### config.mk
export PLATFORM = sky130hd
export DESIGN_NAME = serial_adder_fsm
export DESIGN_NICKNAME = d
export VERILOG_FILES = /design/src/rtl/serial_adder_fsm.sv
export SDC_FILE = /design/constraint.sdc
export NUM_CORES = 1
export LEC_CHECK = 0
export ABC_AREA = 1
export CORE_UTILIZATION = 45
export CTS_BUF_LIST = sky130_fd_sc_hd__clkbuf_8
export DETAILED_ROUTE_END_ITERATION = 8
export GPL_TIMING_DRIVEN = 0
export HOLD_SLACK_MARGIN = 0.08
export PLACE_DENSITY = 0.77
export SLEW_MARGIN = 40
export SYNTH_ARGS = -nofsm -noshare
export SYNTH_HDL_FRONTEND = slang
export SYNTH_SLANG_ARGS = --single-unit
### constraint.sdc
create_clock -name clk -period 1.8 [get_ports clk]
set_input_delay 0.27 -clock clk [delete_from_list [all_inputs] [get_ports clk]]
set_output_delay 0.27 -clock clk [all_outputs]
set_load 0.05 [all_outputs]
### src/rtl/serial_adder_fsm.sv
// Bit-serial add/subtract engine: one decoder-based full adder processes one
// operand bit per clock, LSB first, and reports sum, carry-out and overflow.

module full_adder_decoder_gate (
  input  logic a,
  input  logic b,
  input  logic cin,
  output logic s,
  output logic c
);
  logic a_n, b_n, cin_n;
  logic [7:1] m;

  assign a_n   = ~a;
  assign b_n   = ~b;
  assign cin_n = ~cin;

  // 3-to-8 minterm decoder indexed by {a, b, cin}; minterm 0 drives no output
  assign m[1] = a_n & b_n & cin;
  assign m[2] = a_n & b   & cin_n;
  assign m[3] = a_n & b   & cin;
  assign m[4] = a   & b_n & cin_n;
  assign m[5] = a   & b_n & cin;
  assign m[6] = a   & b   & cin_n;
  assign m[7] = a   & b   & cin;

  assign s = m[1] | m[2] | m[4] | m[7];
  assign c = m[3] | m[5] | m[6] | m[7];
endmodule

// state | meaning
// IDLE  | waiting for start; outputs hold the last result
// SHIFT | one operand bit per clock through the full adder
// DONE  | single-cycle done pulse, then back to IDLE
module serial_adder_fsm #(
  parameter int WIDTH = 8,
  parameter int CNT_W = $clog2(WIDTH)
) (
  input  logic             clk,
  input  logic             rst,
  input  logic             start,
  input  logic             sub,
  input  logic [WIDTH-1:0] a_in,
  input  logic [WIDTH-1:0] b_in,
  output logic             busy,
  output logic             done,
  output logic [WIDTH-1:0] result,
  output logic             cout,
  output logic             ovf
);
  localparam logic [1:0] S_IDLE  = 2'd0;
  localparam logic [1:0] S_SHIFT = 2'd1;
  localparam logic [1:0] S_DONE  = 2'd2;

  localparam logic [CNT_W-1:0] CNT_LAST = CNT_W'(WIDTH - 1);
  localparam logic [CNT_W-1:0] CNT_ONE  = CNT_W'(1);

  logic [1:0]       state_q,  state_d;
  logic [WIDTH-1:0] a_sr_q,   a_sr_d;
  logic [WIDTH-1:0] b_sr_q,   b_sr_d;
  logic             carry_q,  carry_d;
  logic [CNT_W-1:0] cnt_q,    cnt_d;
  logic [WIDTH-1:0] result_q, result_d;
  logic             cout_q,   cout_d;
  logic             ovf_q,    ovf_d;

  logic fa_s, fa_c;

  full_adder_decoder_gate u_fa (
    .a   (a_sr_q[0]),
    .b   (b_sr_q[0]),
    .cin (carry_q),
    .s   (fa_s),
    .c   (fa_c)
  );

  always_comb begin
    state_d  = state_q;
    a_sr_d   = a_sr_q;
    b_sr_d   = b_sr_q;
    carry_d  = carry_q;
    cnt_d    = cnt_q;
    result_d = result_q;
    cout_d   = cout_q;
    ovf_d    = ovf_q;

    case (state_q)
      S_IDLE: begin
        if (start) begin
          // Subtraction as A + ~B + 1: the +1 enters as the initial carry
          state_d = S_SHIFT;
          a_sr_d  = a_in;
          b_sr_d  = sub ? ~b_in : b_in;
          carry_d = sub;
          cnt_d   = '0;
        end
      end
      S_SHIFT: begin
        result_d = {fa_s, result_q[WIDTH-1:1]};
        a_sr_d   = a_sr_q >> 1;
        b_sr_d   = b_sr_q >> 1;
        carry_d  = fa_c;
        cnt_d    = cnt_q + CNT_ONE;
        if (cnt_q == CNT_LAST) begin
          // carry_q here is the carry into the MSB
          ovf_d   = carry_q ^ fa_c;
          cout_d  = fa_c;
          state_d = S_DONE;
        end
      end
      S_DONE: begin
        state_d = S_IDLE;
      end
      default: begin
        state_d = S_IDLE;
      end
    endcase
  end

  always_ff @(posedge clk or posedge rst) begin
    if (rst) begin
      state_q  <= S_IDLE;
      a_sr_q   <= '0;
      b_sr_q   <= '0;
      carry_q  <= 1'b0;
      cnt_q    <= '0;
      result_q <= '0;
      cout_q   <= 1'b0;
      ovf_q    <= 1'b0;
    end else begin
      state_q  <= state_d;
      a_sr_q   <= a_sr_d;
      b_sr_q   <= b_sr_d;
      carry_q  <= carry_d;
      cnt_q    <= cnt_d;
      result_q <= result_d;
      cout_q   <= cout_d;
      ovf_q    <= ovf_d;
    end
  end

  assign busy   = (state_q == S_SHIFT);
  assign done   = (state_q == S_DONE);
  assign result = result_q;
  assign cout   = cout_q;
  assign ovf    = ovf_q;
endmodule

==> flow_summary.toml <==
[floorplan]
die_w_um = 61.6
rows = 21
dieArea_um2 = 3800
start_util = 0.475
io_pins = 32
core_area_um2 = 3360
die_h_um = 61.6

[power_and_ir_drop]
clkPwrFrac = 0.174
swShare = 0.433
finalPower_mw = 3.44
p_per_area_nw_per_um2 = 1680
internal-power_mw = 1.95
leakage_nw = 1.12
p_sw_mw = 1.49
ir_worst_vdd_mv = 0.724
power_frac_seq = 0.355
comb_power_share = 0.471

[timing]
fmax_mhz = 574
hold_violations = 0
rsz0062_at_grt = "false"
finalMaxSlewViolations = 0
max_slew.worst_pin.slew_ns = 0.644
holdWs_ns = 0.326
setup_ws_ns = 0.0573
setup_viol = 0
tns_ns = 0
slew_headroom = 0.570
clock_skew_ns = 0.00864
post-route-period-util = 0.968
min_period_ns = 1.74

[critical_path]
worstPathRequired_ns = 1.53
cp_top_family = "buffers and inverters"
setup.worst_path.class = "reg -> out"
crit_fanout = 3
cp_slowest_cell = "clkdlybuf4s50_1"
path_cells = "clkdlybuf4s50_1"
worst-path-buf-inv = 1
arrival_ns = 1.47
cp-start-kind = "flip-flop"
cpPeakStageDelay_ns = 0.81
cp-end-kind = "output port"

[worst_hold_path]
worstHoldPathType = "in -> reg"

[routing]
via_per_inst = 4.91
dr.pass1.iters = 4
ant_nets = 0
drc = 0
wire_per_inst_um = 11.8
wl_um = 3240
vias = 1341
drt_iter0_markers = 86

[logic_synthesis]
yosysWarnings = 0
yosys.area.top_type = "dfrtp_1"
syn-cell-area_um2 = 1600
ys_async_sr_fraction = 1.00
seq_area_frac_synth = 0.501
synth_edf_count = 0
ys_types = 19
yosysMostFrequentCell = "nand2_1"
netlist_top_cells_area = "dfrtp_1 50%, nand2_1 19%, nand3_1 11%"
syn-num-nets = 214
yosys.area.top_type_share = 0.501
synth_commonest_cells = "80 x nand2_1, 35 x nand3_1, 32 x dfrtp_1"
synth-seq-cells = 32
avgSynthCellArea_um2 = 8.37
synthCells = 191
ys.flop_type = "dfrtp_1"

[clocking]
clkTransAtPathRegs_ns = 0.07
cts_root_buffer = "clkbuf_8"
cts_sinks = 32
cts_buffers = 5
cts_buffer_depth = 2
post-cts-setup-buffers = 0
htree_levels = 2
tritoncts = "built"
clk-insertion-delay-late_ns = 0.29

[layout]
utilization = 0.608
nFillCells = 321
seq_area_um2 = 801
num_antenna_cells = 0
areaGrowthSynthToFinish_pct = 27.9
finalNonFillerCells = 273
post-route-cell-area_um2 = 2040
fin_nets = 250
drive_gt1_frac = 0.141
multi_input_area_um2 = 676

[placement]
portBuffers = 29
place_ws_ns = -0.0966
place_area_um2 = 1950
place_congestion = 0.828
placedCellCount = 266
dp_hpwl_um = 2210

[grt]
grt-ovfl-total = 0
grt_pass1_wl_um = 5400
grt_antenna_before_repair = 0
grt_max_degree = 33
grt_pass1_vias = 1235
grt_usage = 0.205

[job]
max-cap-violations = 0

[status]
status = "complete, no violations"
logic make-up after synthesis:
family / synth area share
adder cells (fa/ha/maj): 0.0282
buffers and inverters: 0.0767
flip-flops: 0.501
AND/OR/NAND/NOR: 0.371
XOR/XNOR: 0.0110
AO/OA/AOI/OAI: 0.0125
state kept, by name (all words and copies together), names as in the netlist:
register / flops
cout: 1
state_q: 2
cnt_q: 3
b_sr_q: 8
carry_q: 1
a_sr_q: 8
ovf: 1
result: 8
metal layers:
layer,GRT usage,share of wire
met5,0,0
met4,0.0952,0.0090
met3,0.0693,0.044
met2,0.321,0.48
met1,0.256,0.47
path summary, 6_finish.rpt:
kind	start	endpoint	slack, ns	cells after the start
setup / recovery	result[2]$_DFFE_PP0P_	result[2]	0.06	1
setup reg to reg	carry_q$_DFFE_PP0P_	ovf$_DFFE_PP0P_	0.51	4
hold reg to reg	result[0]$_DFFE_PP0P_	result[0]$_DFFE_PP0P_	0.48	2
max in group asynchronous	rst	a_sr_q[4]$_DFFE_PP0P_	0.97	2
hold / removal	start	a_sr_q[0]$_DFFE_PP0P_	0.33	3
min in group asynchronous	rst	result[0]$_DFFE_PP0P_	0.40	2
layout make-up:
cell class | count | area share
Inverter | 12 | 0.0245
Multi-Input combinational cell | 138 | 0.330
Sequential cell | 32 | 0.392
Timing Repair Buffer | 29 | 0.143
Clock buffer | 7 | 0.0471
Tap cell | 46 | 0.0282
Buffer | 9 | 0.0355
power by group through the flow:
stage	clock, mW	combinational [mW]	sequential [mW]
floorplan	0	0.862	1.53
global placement	0	1.60	1.22
detailed placement	0	1.65	1.23
CTS	0.610	1.65	1.23
global route	0.642	1.80	1.26
finish	0.598	1.62	1.22
cell usage in the layout, fill, tap and decap left out, drive strengths merged:
cell type / n
nor2: 4
fa: 1
nand2: 82
dfrtp: 32
dlymetal6s2s: 3
clkdlybuf4s50: 24
ha: 2
buf: 10
xor2: 2
inv: 12
dlygate4sd2: 1
clkbuf: 7
nand3: 43
o21ai: 4
timing repair:
item | in CTS | in global routing
gates resized for setup | 4 | 5
hold endpoints to repair | 0 | 0
endpoints found under the setup margin | 2 | 4
hold buffers | 0 | 0
pin swaps | 0 | 0
Power figures use the tool's default switching activity.
